--- config.mk ---
export PLATFORM = sky130hd
export DESIGN_NAME = pipeline_hazard_ctrl
export DESIGN_NICKNAME = d
export VERILOG_FILES = /design/src/rtl/pipeline_hazard_ctrl.sv
export SDC_FILE = /design/constraint.sdc
export NUM_CORES = 1
export LEC_CHECK = 0
export ABC_AREA = 0
export ABC_CLOCK_PERIOD_IN_PS = 2310
export BUFFER_PORTS_ARGS = -buffer_cell sky130_fd_sc_hd__buf_2
export CORE_MARGIN = 2
export CORE_UTILIZATION = 52
export CTS_CLUSTER_SIZE = 12
export DETAILED_ROUTE_END_ITERATION = 8
export GPL_ROUTABILITY_DRIVEN = 0
export HOLD_SLACK_MARGIN = 0.1
export PLACE_DENSITY_LB_ADDON = 0.25
export SETUP_SLACK_MARGIN = 0.5
export SYNTH_ARGS = -nofsm -noshare
export SYNTH_HDL_FRONTEND = slang
export SYNTH_SLANG_ARGS = --single-unit
export TNS_END_PERCENT = 20
--- constraint.sdc ---
create_clock -name clk -period 2.31 [get_ports clk]
set_input_delay 0.3465 -clock clk [delete_from_list [all_inputs] [get_ports clk]]
set_output_delay 0.3465 -clock clk [all_outputs]
set_load 0.05 [all_outputs]
--- src/rtl/pipeline_hazard_ctrl.sv ---
// pipeline_hazard_ctrl
// Hazard and forwarding controller for a five-stage pipeline (IF, ID, EXE,
// MEM, WB). A two-entry scoreboard mirrors the destination-register state of
// the instructions in EXE (entry E) and MEM (entry M). The ID-stage sources
// are compared against it to produce operand-forwarding selects, load-use
// stalls, flush bubbles and a global freeze while data memory is busy.
//
// Ports:
//   clk        pipeline clock, all state updates on the rising edge
//   rst        asynchronous, active-high reset
//   id_valid   ID instruction is real (not a bubble)
//   id_rs/rt   ID source register numbers (5 bits each)
//   id_use_rs/rt  ID instruction actually reads rs / rt
//   id_wreg    ID instruction writes a register
//   id_m2reg   ID instruction is a load (result comes from memory)
//   id_dest    ID destination register (5 bits)
//   flush      squash the ID instruction (taken branch/jump)
//   mem_wait   data memory not ready, freeze the pipeline
//   pipe_en    enable for ID/EXE, EXE/MEM and MEM/WB registers
//   pc_we      PC write enable
//   ifid_we    IF/ID write enable
//   bubble     ID/EXE loads a NOP
//   fwda/fwdb  operand selects: 00 regfile, 01 EXE ALU, 10 MEM ALU, 11 MEM load
//   stall_cnt  saturating count of load-use stall cycles (16 bits)

module pipeline_hazard_ctrl (
  input  logic        clk,
  input  logic        rst,
  input  logic        id_valid,
  input  logic [4:0]  id_rs,
  input  logic [4:0]  id_rt,
  input  logic        id_use_rs,
  input  logic        id_use_rt,
  input  logic        id_wreg,
  input  logic        id_m2reg,
  input  logic [4:0]  id_dest,
  input  logic        flush,
  input  logic        mem_wait,
  output logic        pipe_en,
  output logic        pc_we,
  output logic        ifid_we,
  output logic        bubble,
  output logic [1:0]  fwda,
  output logic [1:0]  fwdb,
  output logic [15:0] stall_cnt
);

  // Scoreboard entries: E tracks the EXE-stage instruction, M the MEM-stage one.
  logic       e_v, e_wreg, e_m2reg;
  logic [4:0] e_dest;
  logic       m_v, m_wreg, m_m2reg;
  logic [4:0] m_dest;

  logic rs_live, rt_live;
  logic e_hit_rs, e_hit_rt, m_hit_rs, m_hit_rt;
  logic lu_rs, lu_rt, lu;

  // Forward select for one source. E is the newest producer, so it wins over M.
  // When E is a load the select is irrelevant (the ID instruction is stalled).
  function automatic logic [1:0] fwd_sel(input logic e_hit, input logic e_load,
                                         input logic m_hit, input logic m_load);
    logic [1:0] sel;
    sel = 2'b00;
    if (e_hit)      sel = e_load ? 2'b00 : 2'b01;
    else if (m_hit) sel = m_load ? 2'b11 : 2'b10;
    return sel;
  endfunction

  // Source-versus-scoreboard comparison. Register 0 is hard-wired to zero and
  // never creates a dependency.
  always_comb begin
    rs_live  = id_valid && id_use_rs && (id_rs != 5'd0);
    rt_live  = id_valid && id_use_rt && (id_rt != 5'd0);
    e_hit_rs = rs_live && e_v && e_wreg && (e_dest == id_rs);
    e_hit_rt = rt_live && e_v && e_wreg && (e_dest == id_rt);
    m_hit_rs = rs_live && m_v && m_wreg && (m_dest == id_rs);
    m_hit_rt = rt_live && m_v && m_wreg && (m_dest == id_rt);
    lu_rs    = e_hit_rs && e_m2reg;
    lu_rt    = e_hit_rt && e_m2reg;
    lu       = lu_rs || lu_rt;
    fwda     = fwd_sel(e_hit_rs, e_m2reg, m_hit_rs, m_m2reg);
    fwdb     = fwd_sel(e_hit_rt, e_m2reg, m_hit_rt, m_m2reg);
  end

  // Pipeline control. A memory wait freezes everything; a flush squashes the
  // ID instruction even when it would have stalled, since its operands are
  // never needed.
  always_comb begin
    pipe_en = 1'b1;
    pc_we   = 1'b1;
    ifid_we = 1'b1;
    bubble  = 1'b0;
    if (mem_wait) begin
      pipe_en = 1'b0;
      pc_we   = 1'b0;
      ifid_we = 1'b0;
    end else if (flush) begin
      bubble  = 1'b1;
    end else if (lu) begin
      pc_we   = 1'b0;
      ifid_we = 1'b0;
      bubble  = 1'b1;
    end
  end

  // Scoreboard shift. It follows the ID/EXE and EXE/MEM registers, so it holds
  // during a memory wait and records an invalid entry whenever a bubble is
  // inserted into ID/EXE.
  always_ff @(posedge clk or posedge rst) begin
    if (rst) begin
      e_v     <= 1'b0;
      e_wreg  <= 1'b0;
      e_m2reg <= 1'b0;
      e_dest  <= 5'd0;
      m_v     <= 1'b0;
      m_wreg  <= 1'b0;
      m_m2reg <= 1'b0;
      m_dest  <= 5'd0;
    end else if (!mem_wait) begin
      m_v     <= e_v;
      m_wreg  <= e_wreg;
      m_m2reg <= e_m2reg;
      m_dest  <= e_dest;
      e_v     <= id_valid && !bubble;
      e_wreg  <= id_wreg;
      e_m2reg <= id_m2reg;
      e_dest  <= id_dest;
    end
  end

  // Load-use stall counter. Only stalls that actually take effect are counted;
  // flushed or frozen cycles are not. The count saturates instead of wrapping.
  always_ff @(posedge clk or posedge rst) begin
    if (rst) begin
      stall_cnt <= 16'd0;
    end else if (lu && !flush && !mem_wait && (stall_cnt != 16'hFFFF)) begin
      stall_cnt <= stall_cnt + 16'd1;
    end
  end

endmodule

==> qor.yml, run 1 <==
hold_viol: 0
synth_area_leader_cell: "dfrtp_1"
ys_types: 33
die_area_sq_mm: 0.00407
seq_area_frac_synth_pct: 43.1
synth_commonest_cells: "dfrtp_1 (32), xnor2_1 (24), mux2_2 (15)"
insertion_delay_ns: 0.35
core-area_sq_mm: 0.00339
syn_area_per_cell_sq_um: 11.7
synth.area.mux_share_pct: 9.63
layout_min_cycle_time_ns: 2.40
holdWs_ns: 0.223
grt_pass1_vias: 1611
drt_wl_total_mm: 4.50
synth_top_flop_cell: "dfrtp_1"
synth-simple-area-share_pct: 14.9
timing.fmax_mhz: 417
skew_ns: 0.00387
final_nets: 256
cts_tree: "done"
numCtsBuffers: 5
slew_headroom_pct: 72.9
grt_use_met1_pct: 26.4
ys_warn_count: 0
place_area_sq_mm: 0.00230
wl_per_cell_um: 16.2
async_flop_share_pct: 100
worst_ep_required_time_ns: 1.96
antenna_found_initial: 0
pin_count: 48
maxCapViolCount: 0
synth_top_family_by_area: "XOR/XNOR gates"
htreeDepth: 2
max-vdd-ir-drop_v: 0.000404
worst_pin_slew_ns: 0.406
ant_nets: 0
drive_above_1_share_pct: 53.9
power.density_mw_per_mm2: 502
min_path_type: "input port to register"
die_h_um: 63.8
path_class: "register to output port"
io_buffer_count: 47
leakagePower_nw: 1.20
nFillCells: 228
die_x_um: 63.8
synth_area_leaders: "dfrtp_1 (43%), xnor2_1 (11%), mux2_2 (9.1%)"
synthAdderAreaFrac_pct: 0.673
synth_compound_area_share_pct: 12.2
synth_cells: 159
worst_ep_arrival_time_ns: 2.05
grt_use_total_pct: 24.3
grt_pass1_wl_mm: 7.52
synth-edff-count: 0
fin_area_sq_mm: 0.00259
syn_area_sq_mm: 0.00186
drt_iter0_markers: 56
gr-usage-met3_pct: 6.34
diodes: 0
fp-row-count: 21
firstDrtPassIters: 4
dp_hpwl_mm: 3.24
final.period_utilization_pct: 104
synth_top_area_share_pct: 43.1
clkTransAtPathRegs_ns: 0.11
drv_slew: 0
vias: 1545
power_mw: 1.30
cts_num_sinks: 32
initial_core_util_pct: 54.8
viasPerCell: 5.56
grt_max_degree: 33
status: "complete, but fails checks"
overflow: 0
synth_seq_cells: 32
cp_max_fo: 4
synth_fp_nets: 184
worstSetupEndpointType: "output port"
timing.final.ws_setup_ns: -0.0854
grt.busiest_layer: "met2"
area_growth_pct: 39.4
synth_xor_area_share_pct: 16.0
synth_most_common_cell: "dfrtp_1"
clock_path_buffers: 2
worst_setup_path_start_kind: "register"
setup_viol: 3
drc_errors: 0
violations: "negative setup slack"
root_buffer: "clkbuf_4"
use_met2_pct: 44.6
rsz0062_at_grt: "true"
[stage by stage]
stage	setup slack, ns	setup TNS (ns)	std cells	util (%)
after detailed placement	-0.0514	-0.149	265	67.8
final	-0.0854	-0.219	278	76.4
after global routing	-0.148	-0.668	278	76.4
after floorplan	-0.264	-0.597	159	-
after CTS	-0.0797	-0.203	277	74.9
after global placement	-0.0206	-0.0412	265	67.8
[critical path: stages, from the launching register on]
cell	delay [ns]
dfrtp_1	0.44
xor2_1	0.16
nor4_1	0.24
and3_2	0.28
o21ai_1	0.07
buf_4	0.16
o21a_4	0.21
buf_8	0.15
[kinds of logic (layout without fill, tap and decap cells)]
logic type / count (synthesis) / in the layout
simple gates: 40 / 40
xor+xnor: 34 / 34
flops: 32 / 32
compound gates: 25 / 25
mux: 16 / 16
buf+inv: 11 / 84
fa+ha+maj: 1 / 1
[routing by layer]
metal	share of wire, %	vias to the layer above	routed length, um
met5	0	-	0
met4	2.7	0	123
met3	4.0	12	181
met2	55	38	2470
met1	38	767	1730
li1	-	728	-
[registers in the layout, summed over array words and instances (netlist names)]
name       cells
stall_cnt     16
e_wreg         1
e_dest         5
m_v            1
m_dest         5
m_m2reg        1
m_wreg         1
e_m2reg        1
e_v            1
[layout by cell type (no fill, tap or decap), types with 2 or more instances in the layout]
cell type  instances
buf_6              4
clkbuf_4           5
inv_1              5
nor3_4             2
buf_4             21
and4_1             4
xor2_1             9
nor4_4             3
o211ai_2           6
buf_2             40
and2_1             4
nand3_1            2
mux2_2            15
buf_8              4
nand2_1            4
o2111ai_1          4
dfrtp_1           32
xnor2_1           23
o21ai_2            3
nand4_1            5
and3_1             4
[worst paths after layout]
| kind | from | to | slack (ns) | cells after the start |
|---|---|---|---|---|
| max in group asynchronous | rst | stall_cnt[2] | 1.40 | 4 |
| min | id_dest[0] | e_dest[0] | 0.22 | 2 |
| min reg2reg | stall_cnt[15] | stall_cnt[15] | 0.51 | 1 |
| max | e_dest[4] | ifid_we | -0.09 | 7 |
| max reg2reg | e_dest[4] | stall_cnt[9] | 0.40 | 7 |
| min in group asynchronous | rst | e_dest[2] | 0.62 | 4 |
[power breakdown]
group          total (mW)  internal, mW  switching (mW)  leakage (nW)
registers           0.630         0.594          0.0362         0.409
clock network       0.437         0.225           0.212        0.0412
logic               0.232         0.120           0.112         0.753
[cell type report]
type / count / area, sq um / area share, %
clock inverters: 3 / 42.5 / 1.64
inverters: 5 / 18.8 / 0.725
clock buffers: 5 / 37.5 / 1.45
well taps: 46 / 57.6 / 2.22
multi-input cells: 116 / 1140 / 44.0
repair buffers: 71 / 493 / 19.0
flip-flops and latches: 32 / 801 / 30.9
[timing repair]
| action | CTS | global route |
|---|---|---|
| hold endpoints to repair | 32 | 0 |
| gates resized for setup | 32 | 9 |
| pin swaps | 19 | 14 |
| hold buffers | 1 | 0 |
| gates cloned | 0 | 0 |
| endpoints found under the setup margin | 23 | 22 |
| buffers inserted | 3 | 1 |
Power figures use the tool's default switching activity.
==> run 2, diff against run 1 <==
MAX_ROUTING_LAYER = met4   (was not set)
==> qor.yml, run 2 (synthesis gave the netlist of run 1 again) <==
seqPwrFrac_pct: 48.6
rsz0062_at_grt: "true"
drt_wl_total_mm: 4.48
violations: "negative setup slack"
ant_nets: 0
die_x_um: 63.8
timing.fmax_mhz: 419
clkTransAtPathRegs_ns: 0.11
pin_count: 48
insertion_delay_ns: 0.35
worst_ep_required_time_ns: 1.96
clock_path_buffers: 2
r2r_slack_ns: 0.41
worst_ep_arrival_time_ns: 2.04
hold_viol: 0
leakagePower_nw: 1.20
grt_use_total_pct: 25.0
firstDrtPassIters: 4
fin_tns_setup_ns: -0.201
timing.final.ws_setup_ns: -0.0795
layout_common_cells: "buf_2 (40), dfrtp_1 (32), xnor2_1 (23)"
worstSetupEndpointType: "output port"
area_growth_pct: 39.4
cts_num_sinks: 32
largest_reg_flops: 16
layout_min_cycle_time_ns: 2.39
diodes: 0
vias: 1536
final_cell_count_no_fill: 278
worst_pin_slew_ns: 0.398
setup_viol: 3
dp.cells: 265
status: "complete, but fails checks"
power.share.switching_pct: 27.6
root_buffer: "clkbuf_4"
crit_chain: "xor2_1, nor4_1, and3_2, o21ai_1, buf_4, o21a_4, buf_8"
max-vdd-ir-drop_v: 0.000404
maxCapViolCount: 0
pre_cts_slack_ns: -0.0514
htreeDepth: 2
min_path_type: "input port to register"
core-area_sq_mm: 0.00339
viasPerCell: 5.53
overflow: 0
skew_ns: 0.00536
top_register: "stall_cnt"
holdWs_ns: 0.225
cts_tree: "done"
critPathSlowestCell: "dfrtp_1"
worst_setup_path_start_kind: "register"
die_h_um: 63.8
grt_pass1_wl_mm: 7.53
crit_path_max_incr_delay_ns: 0.43
wl_per_cell_um: 16.1
io_buffer_count: 47
final.period_utilization_pct: 103
critPathLaunch: "e_dest[1]"
slew_headroom_pct: 73.5
r2r-end: "stall_cnt[9]"
path_class: "register to output port"
power_frac_comb_pct: 17.9
numCtsBuffers: 5
register_area_sq_um: 801
r2r_cells: 7
drc_errors: 0
die_area_sq_mm: 0.00407
drv_slew: 0
endpoint: "ifid_we"
fp-row-count: 21
r2r_start: "e_dest[1]"
multiInputGateArea_sq_mm: 0.00114
antenna_found_initial: 0
drive_above_1_share_pct: 53.9
nFillCells: 228
p_switching_mw: 0.358
intPower_mw: 0.939
grt_pass1_vias: 1608
final_nets: 256
power_mw: 1.30
clock_power_share_pct: 33.6
top_regs: "stall_cnt x16, e_dest x5, m_dest x5"
cp_max_fo: 3
power.density_mw_per_mm2: 501
dp_hpwl_mm: 3.24
initial_core_util_pct: 54.8
layout_commonest_cell: "buf_2"
drt_iter0_markers: 58
grt_max_degree: 33
==> run 2: final cells by class <==
class / instances / share of cell area [%]
clock buffers: 5 / 1.45
clock inverters: 3 / 1.64
inverters: 5 / 0.725
multi-input cells: 116 / 44.0
flip-flops and latches: 32 / 30.9
well taps: 46 / 2.22
repair buffers: 71 / 19.0
==> run 2: worst min-delay path by stage <==
stage | from | endpoint | slack (ns) | cells after the start
after CTS | id_wreg | e_wreg | 0.21 | 2
after detailed placement | rst | m_dest[2] | 0.46 | 3
after global routing | id_dest[4] | e_dest[4] | 0.20 | 2
after global placement | rst | e_dest[3] | 0.44 | 3
after floorplan | rst | e_dest[0] | 0.46 | 1
final | id_dest[0] | e_dest[0] | 0.23 | 2
==> run 2: stage by stage <==
step / util [%] / instance area (sq um)
global route: 76.4 / 2590
floorplan: - / 1900
finish: 76.4 / 2590
CTS: 74.9 / 2540
global placement: 67.8 / 2300
detailed placement: 67.8 / 2300
==> run 2: worst max-delay path, delay by kind of cell, from the launching register on <==
family / cells / cell delay, ns
AO/OA/AOI/OAI: 2 / 0.28
XOR/XNOR: 1 / 0.15
flip-flops: 1 / 0.43
AND/OR/NAND/NOR: 2 / 0.52
buffers and inverters: 2 / 0.31
==> run 2: power groups by stage <==
stage / sequential [mW] / combinational [mW] / clock, mW
final: 0.630 / 0.232 / 0.436
after global routing: 0.635 / 0.252 / 0.472
after global placement: 0.641 / 0.191 / 0
after floorplan: 0.634 / 0.131 / 0
after CTS: 0.630 / 0.224 / 0.445
after detailed placement: 0.643 / 0.199 / 0
==> run 2: per-layer routing <==
metal,routed length (um),vias to the layer above,GRT usage (%)
met2,2450,38,44.6
met5,0,-,-
met3,179,12,6.34
met4,123,0,10.3
met1,1730,758,26.4
li1,-,728,-
==> run 2: timing repair <==
action,in CTS,in global routing
endpoints found under the setup margin,23,22
hold buffers,1,0
hold endpoints to repair,32,0
buffers inserted,3,1
pin swaps,19,14
cloned,0,0
resized for setup,32,9
